File: config.mk
export PLATFORM = sky130hd
export DESIGN_NAME = branch_predictor
export DESIGN_NICKNAME = d
export VERILOG_FILES = /design/src/rtl/branch_predictor.sv
export SDC_FILE = /design/constraint.sdc
export NUM_CORES = 1
export LEC_CHECK = 0
export BUFFER_PORTS_ARGS = -buffer_cell sky130_fd_sc_hd__clkbuf_2
export CORE_MARGIN = 5
export CORE_UTILIZATION = 30
export DETAILED_ROUTE_END_ITERATION = 8
export GPL_TIMING_DRIVEN = 1
export SLEW_MARGIN = 20
export SYNTH_ARGS = -nofsm -noshare
export SYNTH_HDL_FRONTEND = slang
export SYNTH_SLANG_ARGS = --single-unit
File: constraint.sdc
create_clock -name clk -period 5 [get_ports clk]
set_input_delay 0.5 -clock clk [delete_from_list [all_inputs] [get_ports clk]]
set_output_delay 0.5 -clock clk [all_outputs]
set_load 0.005 [all_outputs]
File: src/rtl/branch_predictor.sv
// Fetch-side branch predictor: direct-mapped BTB with 2-bit saturating counters,
// prediction bit carried F->D->E, training on resolution in E, saturating performance counters.
module branch_predictor #(
    parameter int ENTRIES = 16,
    parameter int IDX_W   = 4,
    parameter int CNT_W   = 16
) (
    input  logic             clk,
    input  logic             reset,
    input  logic [31:0]      PCF,
    input  logic             StallD,
    input  logic             FlushD,
    input  logic             FlushE,
    input  logic             BranchE,
    input  logic             BranchTakenE,
    input  logic [31:0]      BranchTargetE,
    input  logic [31:0]      PCE,
    output logic             PredictTakenF,
    output logic [31:0]      PredictedPCF,
    output logic             BranchPredictedE,
    output logic             MispredictE,
    output logic [31:0]      RecoverPCE,
    output logic [CNT_W-1:0] BranchCount,
    output logic [CNT_W-1:0] MispredictCount
);

    localparam int TAG_W = 32 - IDX_W - 2;

    logic             r_valid  [ENTRIES];
    logic [TAG_W-1:0] r_tag    [ENTRIES];
    logic [31:0]      r_target [ENTRIES];
    logic [1:0]       r_ctr    [ENTRIES];

    logic             r_pred_d;
    logic             r_pred_e;
    logic [CNT_W-1:0] r_branch_count;
    logic [CNT_W-1:0] r_mispredict_count;

    logic [IDX_W-1:0] w_idx_f;
    logic [TAG_W-1:0] w_tag_f;
    logic             w_hit_f;
    logic [IDX_W-1:0] w_idx_e;
    logic [TAG_W-1:0] w_tag_e;
    logic             w_hit_e;
    logic             w_mispredict_e;
    logic             w_unused_pc_lsbs;

    assign w_unused_pc_lsbs = ^{PCF[1:0], PCE[1:0]};

    // Fetch lookup reads the array before any same-edge training write lands.
    assign w_idx_f = PCF[IDX_W+1:2];
    assign w_tag_f = PCF[31:IDX_W+2];
    assign w_hit_f = !reset && r_valid[w_idx_f] && (r_tag[w_idx_f] == w_tag_f);

    assign PredictTakenF = w_hit_f && r_ctr[w_idx_f][1];
    assign PredictedPCF  = PredictTakenF ? r_target[w_idx_f] : (PCF + 32'd4);

    assign w_idx_e = PCE[IDX_W+1:2];
    assign w_tag_e = PCE[31:IDX_W+2];
    assign w_hit_e = r_valid[w_idx_e] && (r_tag[w_idx_e] == w_tag_e);

    // Only the prediction bit travels to E: the full-PC tag and direct targets
    // guarantee a taken prediction already carried the correct target.
    assign w_mispredict_e   = BranchE && (BranchTakenE ^ r_pred_e);
    assign BranchPredictedE = r_pred_e;
    assign MispredictE      = w_mispredict_e;
    assign RecoverPCE       = BranchTakenE ? BranchTargetE : (PCE + 32'd4);

    assign BranchCount     = r_branch_count;
    assign MispredictCount = r_mispredict_count;

    always_ff @(posedge clk) begin
        if (reset) begin
            r_pred_d <= 1'b0;
        end else if (FlushD) begin
            r_pred_d <= 1'b0;
        end else if (!StallD) begin
            r_pred_d <= PredictTakenF;
        end
    end

    always_ff @(posedge clk) begin
        if (reset || FlushE) begin
            r_pred_e <= 1'b0;
        end else begin
            r_pred_e <= r_pred_d;
        end
    end

    always_ff @(posedge clk) begin
        if (reset) begin
            for (int i = 0; i < ENTRIES; i++) begin
                r_valid[i] <= 1'b0;
                r_ctr[i]   <= 2'b00;
            end
        end else if (BranchE) begin
            if (w_hit_e) begin
                if (BranchTakenE) begin
                    r_target[w_idx_e] <= BranchTargetE;
                    if (r_ctr[w_idx_e] != 2'b11) begin
                        r_ctr[w_idx_e] <= r_ctr[w_idx_e] + 2'b01;
                    end
                end else if (r_ctr[w_idx_e] != 2'b00) begin
                    r_ctr[w_idx_e] <= r_ctr[w_idx_e] - 2'b01;
                end
            end else if (BranchTakenE) begin
                // Allocation replaces whatever alias occupied the slot.
                r_valid[w_idx_e]  <= 1'b1;
                r_tag[w_idx_e]    <= w_tag_e;
                r_target[w_idx_e] <= BranchTargetE;
                r_ctr[w_idx_e]    <= 2'b10;
            end
        end
    end

    always_ff @(posedge clk) begin
        if (reset) begin
            r_branch_count     <= '0;
            r_mispredict_count <= '0;
        end else begin
            if (BranchE && (r_branch_count != {CNT_W{1'b1}})) begin
                r_branch_count <= r_branch_count + 1'b1;
            end
            if (w_mispredict_e && (r_mispredict_count != {CNT_W{1'b1}})) begin
                r_mispredict_count <= r_mispredict_count + 1'b1;
            end
        end
    end

endmodule

==> out/results.txt <==
The clock tree skew after final layout was 69.5 ps; the fraction of synthesized area in multiplexers was 21.2%. Routability-driven placement finished with a final weighted congestion of 0.861. Max-cap violations in this run came to 0. Clock-pin slew was measured on the worst setup and hold paths at 60 ps. Origin of the worst min-delay path: FlushD. Once detailed placement completed, the half-perimeter wirelength came to 95.4 mm.

The boundary pin count was 202; the area growth from synthesis to final layout was 18.4%. The run finished with clean final reports. In this run, synthesis inferred 960 flip-flops with an integrated enable.

The cell area after synthesis came out at 44800 µm². In this design, the critical path's most frequently occurring cell is buf_4. The endpoint identified for the worst register-to-register timing path is r_tag[6][21]. Input and output buffers added on the ports amount to 201. For the final routed database, the setup TNS stands at 0 ps. Leaving out fill and tap cells, the most frequent cells in the layout are 960 x edfxtp_1, 341 x mux4_2, 194 x clkbuf_2, 128 x buf_4, 124 x mux2i_1. The routed design has 144 mm of wire. Among all flip-flop cells after synthesis, the most frequent one is edfxtp_1.

The distinct cell type count after synthesis is 73. The final number of hold-violating endpoints is 0, and the post-synthesis register bit count is 1010. The number of global-route vias before repair came out at 25900. Cell taking the most area after synthesis: edfxtp_1. The library cell used most frequently in the layout, excluding fill and tap cells, is edfxtp_1. The path class of the tightest hold or removal check is input pin to flip-flop. In this run the register-to-register setup slack is 890 ps.

Of the total synthesized cell area, the portion taken by XOR and XNOR cells is 2.71%. Entering global routing, the biggest net connects 92 pins. On the worst path, the slowest cell contributes a delay of 980 ps.

Walking the worst path, the cells encountered are buf_4 -> nor2b_1 -> a221oi_1 -> o32a_1 -> xor2_1 -> nor4_1 -> buf_4 -> nand4_1 -> nor4_4 -> buf_12 -> mux2_2 -> clkbuf_2. The tree is rooted in a clkbuf_16. Average detailed-routed wire length per instance: 30.0 µm. Across the VDD grid, the largest voltage drop is 273 µV.

In the finished design, the share of the clock period the worst path needs comes to 97.7%. The logs give 18 for the initial antenna violation count and 3 for the CTS H-tree depth. The synthesized netlist devotes 3.46% of its cell area to compound gates. The full die area was 157000 µm²; the site row count was 141.

Post-synthesis instance total: 2456. The startpoint identified for the worst register-to-register timing path is r_tag[7][1]. The power per standard cell area came out at 355 nW/µm². The fraction of registers with async set/reset was 0%; the count of antenna-violating nets left after detailed routing was 0. The most critical setup path has its startpoint at PCF[4]. The effective utilization at floorplan was 30.3%; the total congestion overflow after global routing was 0. The routed layout has 26000 vias. In the routed layout, each cell is associated on average with a via count of 5.43.

Setup repair after global routing left no endpoint under its margin. The worst setup path is captured at an output port. The iteration-0 DRC count of the detailed router was 2760; the data arrival time at the worst-slack endpoint was 4380 ps.

TritonCTS built the clock tree. The largest family of logic cells by synthesized area is multiplexers. The maximum root-to-sink buffer count came out at 3.

STA classifies the critical path startpoint as an input pin. The required time at the worst-slack endpoint was 4500 ps. The synthesized netlist devotes 0.195% of its cell area to adder and majority cells. The post-synthesis sequential area ratio is 66.5%, and the normalized max-slew margin is 18.8%.

The tools report the number of clock buffers inserted by TritonCTS as 103. The top fanout value on the critical path came out at 33. The tools report the total number of yosys warnings as 0. The number of pins exceeding their max-slew limit in the final report was 0; the total global-route track usage was 17.9%.

By area the synthesized netlist is led by edfxtp_1 64%, mux4_2 17%, mux2i_1 2.8%, dfxtp_1 2.2%, xnor2_1 1.4%. For this run, the share of the core covered by cells in the final layout is 35.8%. Critical-path cell with the highest stage delay: nor2b_1.

At the pin with the least slew margin, the transition time is 1220 ps. The logs give 0 for the residual DRC count and 4797 for the count of placed standard cells in the final layout, fillers left out. The average instance in the mapped netlist occupies 18.3 µm².

For the number of iterations in the first detailed-routing pass, the log shows 5. After the last flow step, the layout net total stands at 2879. Area share of the largest cell type after synthesis: 64.3%. The critical path in this run is classified as input pin to output port. Of the cells placed in the final design, the portion with a size suffix greater than 1 is 33.8%. Timing endpoint of the critical path: PredictedPCF[7]. Clock tree synthesis found a total of 1010 sinks.

For the finished layout, the period the worst path requires is 4880 ps. For the leakage dissipation, the log shows 0.0171 µW. The chip height works out to 397 µm. The tools report the clock network latency to the later pin of the worst-skew pair as 740 ps. The first global-routing pass estimated 200 mm of wire. When the netlist entered floorplanning its net count stood at 2566. Based on the critical path, the design can be clocked at up to 0.205 GHz. The standard cell core area is 148000 µm², and the simple-gate share of the synthesized area is 3.98%.

The number of setup violations in the final report was 0. Horizontal die dimension: 397 µm. Counting cells, the worst reg-to-reg path comes to 11.

Including well taps, the total number of placed cells is 4593.
[timing repair]
item                                   4_1_cts  5_1_grt
setup endpoints to repair                    0       32
setup buffers                                0        0
endpoints found under the hold margin        1        0
resized for setup                            0        2
hold buffers                                 1        0
[power breakdown]
group,switching [µW],leakage [µW],total [µW],internal (µW)
clock network,3390,0.00169,7950,4550
logic,925,0.00637,1520,596
registers,27.6,0.00907,9350,9320
total,4350,0.0171,18800,14500
[layer usage]
layer | global-route usage, % | wire length, µm
met1 | 24.4 | 59700
met2 | 27.1 | 64700
met3 | 6.50 | 16000
met4 | 4.68 | 3500
met5 | 0.924 | 241
[critical path: cells and delay by family]
kind                   cells  cell delay [ps]
buffers and inverters      4              800
multiplexers               1              390
AO/OA/AOI/OAI              2              700
AND/OR/NAND/NOR            4             1780
XOR/XNOR                   1              150
[worst min path at each step]
stage          depth (start not counted)  slack, ps  endpoint
3_5_place_dp                           2        440  r_pred_d
3_3_place_gp                           2        440  r_pred_d
6_report                               3         70  r_pred_d
2_1_floorplan                          2        420  r_pred_d
5_1_grt                                3         50  r_pred_d
4_1_cts                                3         20  r_pred_d
[area by class of cell]
cell class              count  area (µm²)
diodes                     11        27.5
clock buffers             142        2820
clock inverters            50         644
fillers                 13800       95100
inverters                  32         123
multi-input cells        1254       14400
flip-flops and latches   1010       29800
well taps                1930        2410
repair buffers            368        2800
[cell usage after synthesis, types with 10 or more instances]
cell,number
nand2_1,107
a22oi_1,21
a221oi_1,25
clkbuf_1,74
and3_1,17
inv_1,29
o21ai_0,56
edfxtp_1,960
mux2_2,46
xnor2_1,70
o22ai_1,20
a21oi_1,34
nor2_1,107
nor3_1,14
nor4_1,10
mux2i_1,124
nand3_1,53
a31o_1,10
buf_1,30
nand4_1,18
mux4_2,341
dfxtp_1,50
buf_2,39
xor2_1,69
[sequential cells by signal, summed over array words and instances, names as in the netlist]
| register | count |
|---|---|
| BranchCount | 16 |
| BranchPredictedE | 1 |
| MispredictCount | 16 |
| r_ctr | 32 |
| r_pred_d | 1 |
| r_tag | 416 |
| r_target | 512 |
| r_valid | 16 |
[cell families after synthesis]
group	Yosys count
adders and majority gates	7
DFF	1010
AOI/OAI and AO/OA	220
buffers and inverters	192
muxes	513
xor gates and xnor gates	139
and+or+nand+nor	375
[stage by stage]
stage / hold WS, ps / setup slack, ps / power [µW] / instance area, µm²
4_1_cts: 15.6 / 28.3 / 19000 / 53000
3_3_place_gp: 436 / -179 / 11000 / 49500
3_5_place_dp: 438 / 78.4 / 11000 / 49600
6_report: 71.0 / 115 / 18800 / 53100
2_1_floorplan: 422 / 665 / 10300 / 44800
5_1_grt: 53.6 / 31.5 / 19400 / 53100
No activity file was read; power rests on OpenSTA's default activity.
